==> src/rtl/pc_gen.sv <==
// pc_gen: front-end PC generator.
// Offers a sequential PC stream (PC+4) to fetch. A small direct-mapped BTB
// supplies taken-branch predictions. Backend redirects flush fetch and
// restart the stream.
module pc_gen #(
    parameter int unsigned   XLEN        = 32,
    parameter logic [XLEN-1:0] RESET_PC  = 32'h8000_0000,
    parameter int unsigned   BTB_ENTRIES = 8
) (
    input  logic            clk,
    input  logic            rst,
    output logic            pc_valid,
    input  logic            pc_ready,
    output logic [XLEN-1:0] pc_data,
    output logic            pc_pred_taken,
    output logic            flush,
    input  logic            redirect_valid,
    input  logic [XLEN-1:0] redirect_pc,
    input  logic            btb_upd_valid,
    input  logic [XLEN-1:0] btb_upd_pc,
    input  logic [XLEN-1:0] btb_upd_target,
    input  logic            btb_upd_taken
);

    localparam int unsigned IDX  = $clog2(BTB_ENTRIES);
    localparam int unsigned TAGW = XLEN - 2 - IDX;
    localparam logic [XLEN-1:0] ALIGN_MASK = ~XLEN'(3);

    typedef enum logic {
        BOOT,
        RUN
    } state_t;

    state_t            state, state_nx;
    logic [XLEN-1:0]   cur_pc, pc_nx;

    logic [BTB_ENTRIES-1:0] btb_valid;
    logic [TAGW-1:0]        btb_tag    [BTB_ENTRIES];
    logic [XLEN-1:0]        btb_target [BTB_ENTRIES];

    logic [IDX-1:0]  lk_idx;
    logic [TAGW-1:0] lk_tag;
    logic            hit;
    logic [XLEN-1:0] next_seq;

    logic [IDX-1:0]  upd_idx;
    logic [TAGW-1:0] upd_tag;
    logic [XLEN-1:0] upd_target;

    assign lk_idx     = cur_pc[2 +: IDX];
    assign lk_tag     = cur_pc[XLEN-1 : 2+IDX];
    assign upd_idx    = btb_upd_pc[2 +: IDX];
    assign upd_tag    = btb_upd_pc[XLEN-1 : 2+IDX];
    assign upd_target = btb_upd_target & ALIGN_MASK;

    // BTB lookup on the registered PC
    always_comb begin
        hit      = btb_valid[lk_idx] && (btb_tag[lk_idx] == lk_tag);
        next_seq = hit ? btb_target[lk_idx] : cur_pc + XLEN'(4);
    end

    assign pc_data       = cur_pc;
    assign pc_pred_taken = hit;
    assign pc_valid      = (state == RUN) && !redirect_valid;
    assign flush         = redirect_valid && !rst;

    // Next state and next PC: redirect beats accept
    always_comb begin
        state_nx = state;
        pc_nx    = cur_pc;
        if (redirect_valid) begin
            state_nx = RUN;
            pc_nx    = redirect_pc & ALIGN_MASK;
        end else begin
            case (state)
                BOOT:    state_nx = RUN;
                RUN:     if (pc_ready) pc_nx = next_seq;
                default: state_nx = BOOT;
            endcase
        end
    end

    // State and PC registers
    always_ff @(posedge clk or posedge rst) begin
        if (rst) begin
            state  <= BOOT;
            cur_pc <= RESET_PC;
        end else begin
            state  <= state_nx;
            cur_pc <= pc_nx;
        end
    end

    // BTB valid bits: set on taken update, cleared on not-taken tag match
    always_ff @(posedge clk or posedge rst) begin
        if (rst) begin
            btb_valid <= '0;
        end else if (btb_upd_valid) begin
            if (btb_upd_taken)
                btb_valid[upd_idx] <= 1'b1;
            else if (btb_tag[upd_idx] == upd_tag)
                btb_valid[upd_idx] <= 1'b0;
        end
    end

    // BTB tag/target storage, only meaningful where valid is set
    always_ff @(posedge clk) begin
        if (btb_upd_valid && btb_upd_taken) begin
            btb_tag[upd_idx]    <= upd_tag;
            btb_target[upd_idx] <= upd_target;
        end
    end

endmodule

==> config.mk <==
export PLATFORM = sky130hd
export DESIGN_NAME = pc_gen
export DESIGN_NICKNAME = d
export VERILOG_FILES = /design/src/rtl/pc_gen.sv
export SDC_FILE = /design/constraint.sdc
export NUM_CORES = 1
export LEC_CHECK = 0
export CAP_MARGIN = 20
export CORE_ASPECT_RATIO = 0.5
export CORE_UTILIZATION = 64
export DETAILED_ROUTE_END_ITERATION = 12
export GPL_ROUTABILITY_DRIVEN = 0
export HOLD_SLACK_MARGIN = 0.12
export PLACE_DENSITY = 0.91
export SYNTH_ARGS = -nofsm -noshare
export SYNTH_HDL_FRONTEND = slang
export SYNTH_SLANG_ARGS = --single-unit
==> constraint.sdc <==
create_clock -name clk -period 6.7 [get_ports clk]
set_clock_uncertainty 0.05 [all_clocks]
set_input_delay 0.67 -clock clk [delete_from_list [all_inputs] [get_ports clk]]
set_output_delay 0.67 -clock clk [all_outputs]
set_load 0.02 [all_outputs]
==> flow_summary.yaml <==
clock_tree:
  post_cts_buffers: 0
  cts_tree: "done"
  clk_pin_slew_worst_paths_ps: 70
  postCtsResizedCells: 0
  clkLatencyLatePin_ps: 580
  clockBufferDepth: 3
  cts_max_level: 2
  clock-sinks: 495
  clockRootBuffer: "clkbuf_16"
  cts-hold-fix-buffers: 0
  numCtsBuffers: 42
detailed_routing:
  drt_pre_antenna_iters: 9
  ant_nets: 0
  drc: 0
  wl_mm: 59.7
  dr.first_iter.drc_count: 2438
  via_count: 13900
  routedWlPerCell_um: 31.8
  viasPerCell: 7.41
power_and_ir_drop:
  power_mw: 7.21
  power.share.clock: 0.352
  sw_frac_of_total: 0.257
  seqPwrFrac: 0.500
  p_per_area_nw_per_um2: 286
  irDropWorstVdd_mv: 0.186
  power_frac_comb: 0.148
  leakagePower_nw: 8.22
  intPower_mw: 5.36
  p_switching_mw: 1.85
cells_and_area:
  final_common_cell: "edfxtp_1"
  syn_to_final_growth_pct: 14.3
  final_cell_area_um2: 25200
  nets: 1507
  final_cell_mix: "edfxtp_1 (456), clkdlybuf4s50_1 (125), mux4_2 (118), mux2i_1 (90), xnor2_1 (52)"
  drive_gt1_frac: 0.182
  utilization: 0.753
die:
  die_y_um: 133
  ios: 137
  start_util: 0.659
  core_um2: 33500
  die_width_um: 265
  rows: 47
  die-area_um2: 35300
placement:
  place_area_um2: 23800
  hpwl_mm: 34.3
  place_ws_ps: 1850
  portBuffers: 128
timing:
  relSlewSlack: 0.328
  fin_crit_sh: 0.828
  fmax_ghz: 0.180
  tightestPinTransition_ps: 1010
  tns_ps: 0
  hold_viol: 0
  rsz0062_at_grt: "no"
  setup_viol: 0
  period_needed_ps: 5550
  setup_slack_ps: 1150
  final_max_slew_viol_count: 0
flow_run:
  max_cap_violations: 0
critical_path:
  critical_path_required_ps: 5980
  worstSetupStartpointType: "register"
  setup.worst_path.start: "pc_data[3]"
  cp_max_fo: 40
  path_class: "reg -> out"
  cp.arrival_ps: 4830
  r2r-end: "pc_data[4]"
  ff2ff_setup_slack_ps: 1760
  cp-end-kind: "output pin"
  setup.worst_path.end: "pc_pred_taken"
  rr_startpoint: "pc_data[2]"
  reg2regPathDepth: 11
global_routing:
  first_global_vias: 14200
  grt.total_usage: 0.348
  antenna_found_initial: 1
  grt_max_degree: 65
  grt_pass1_wl_mm: 89.3
  grt-ovfl-total: 0
synthesis:
  netlist_area_um2: 22100
  yosys_warnings: 0
  netlist_instances: 1288
  syn_avg_cell_area_um2: 17.1
  yosysSeqAreaShare: 0.664
  synth_cell_types: 60
  ys_ff_latch: 495
  dominantRegCellSynth: "edfxtp_1"
  synthArstFlopShare: 0.0788
  synth_edf_count: 456
status:
  status: "finished, final reports clean"
hold_path:
  min_path_type: "reg -> reg"
==> metrics by stage <==
stage / instances / hold slack [ps]
floorplan: 1289 / 410
global placement: 1801 / 428
CTS: 1878 / 475
global route: 1878 / 529
detailed placement: 1801 / 456
finish: 1879 / 492
==> state kept, by name (all words and copies together) (netlist names) <==
signal and cells:
btb_valid 8, btb_target 240, btb_tag 216, state 1, pc_data 30
==> worst max-delay path: stages, from the launching register on <==
cell,delay [ps]
dfrtp_4,860
buf_4,660
mux4_2,400
mux2i_1,400
xnor2_1,170
nor3_1,250
nand4_1,170
nor4_2,350
buf_4,230
clkdlybuf4s50_1,670
==> layer usage <==
metal / global-route usage / vias to the layer above / share of wire
met5: 0 / - / 0
met4: 0.171 / 0 / 0.053
met3: 0.0954 / 279 / 0.14
met2: 0.555 / 1320 / 0.48
met1: 0.449 / 6839 / 0.33
li1: - / 5483 / -
==> power groups by stage <==
| stage | clock (mW) | combinational, mW | sequential (mW) |
|---|---|---|---|
| global route | 2.64 | 1.11 | 3.61 |
| floorplan | 0 | 0.683 | 3.60 |
| finish | 2.54 | 1.07 | 3.61 |
| global placement | 0 | 0.986 | 3.65 |
| detailed placement | 0 | 1.02 | 3.66 |
| CTS | 2.53 | 1.04 | 3.60 |
==> cells in the mapped netlist, drive strengths merged (3+ instances only) <==
master / number / area, um^2
edfxtp: 456 / 13700
mux4: 126 / 2870
mux2i: 90 / 901
o21ai: 70 / 384
clkbuf: 52 / 195
xnor2: 52 / 455
nand2: 51 / 191
a22oi: 48 / 360
nor2: 44 / 165
buf: 38 / 224
dfrtp: 38 / 951
a221oi: 26 / 228
mux2: 21 / 236
xor2: 20 / 175
nand4: 17 / 106
nor3: 16 / 80.1
a21oi: 15 / 78.8
a22o: 13 / 114
nand3: 13 / 65.1
nor2b: 11 / 68.8
nor4: 10 / 83.8
inv: 7 / 26.3
and2: 5 / 31.3
o21a: 5 / 37.5
o41ai: 5 / 43.8
o22ai: 4 / 25.0
a21boi: 3 / 22.5
o31ai: 3 / 22.5
==> layout make-up <==
class                           count  area, um^2
Antenna cell                        1        2.50
Clock buffer                       51        1110
Clock inverter                     26         299
Fill cell                        1674        8280
Inverter                            9        33.8
Multi-Input combinational cell    695        7030
Sequential cell                   495       14700
Tap cell                          441         552
Timing Repair Buffer              161        1540
==> worst min path at each step <==
stage	to	start	slack, ps	cells after the start
finish	btb_valid[4]	btb_valid[4]	490	2
global route	btb_valid[3]	btb_valid[3]	530	2
floorplan	btb_valid[3]	btb_valid[3]	410	2
global placement	btb_valid[2]	btb_valid[2]	430	2
detailed placement	btb_valid[2]	btb_valid[2]	460	2
CTS	btb_valid[4]	btb_valid[4]	480	2
==> kinds of logic after synthesis <==
family | after synthesis | synth area share
adders and majority gates | 1 | 0.000566
muxes | 237 | 0.181
other | 2 | 0.000340
DFF | 495 | 0.664
buffers and inverters | 99 | 0.0205
xor gates and xnor gates | 72 | 0.0286
AOI/OAI and AO/OA | 203 | 0.0640
and+or+nand+nor | 179 | 0.0404
(Power assumes the default switching activity.)
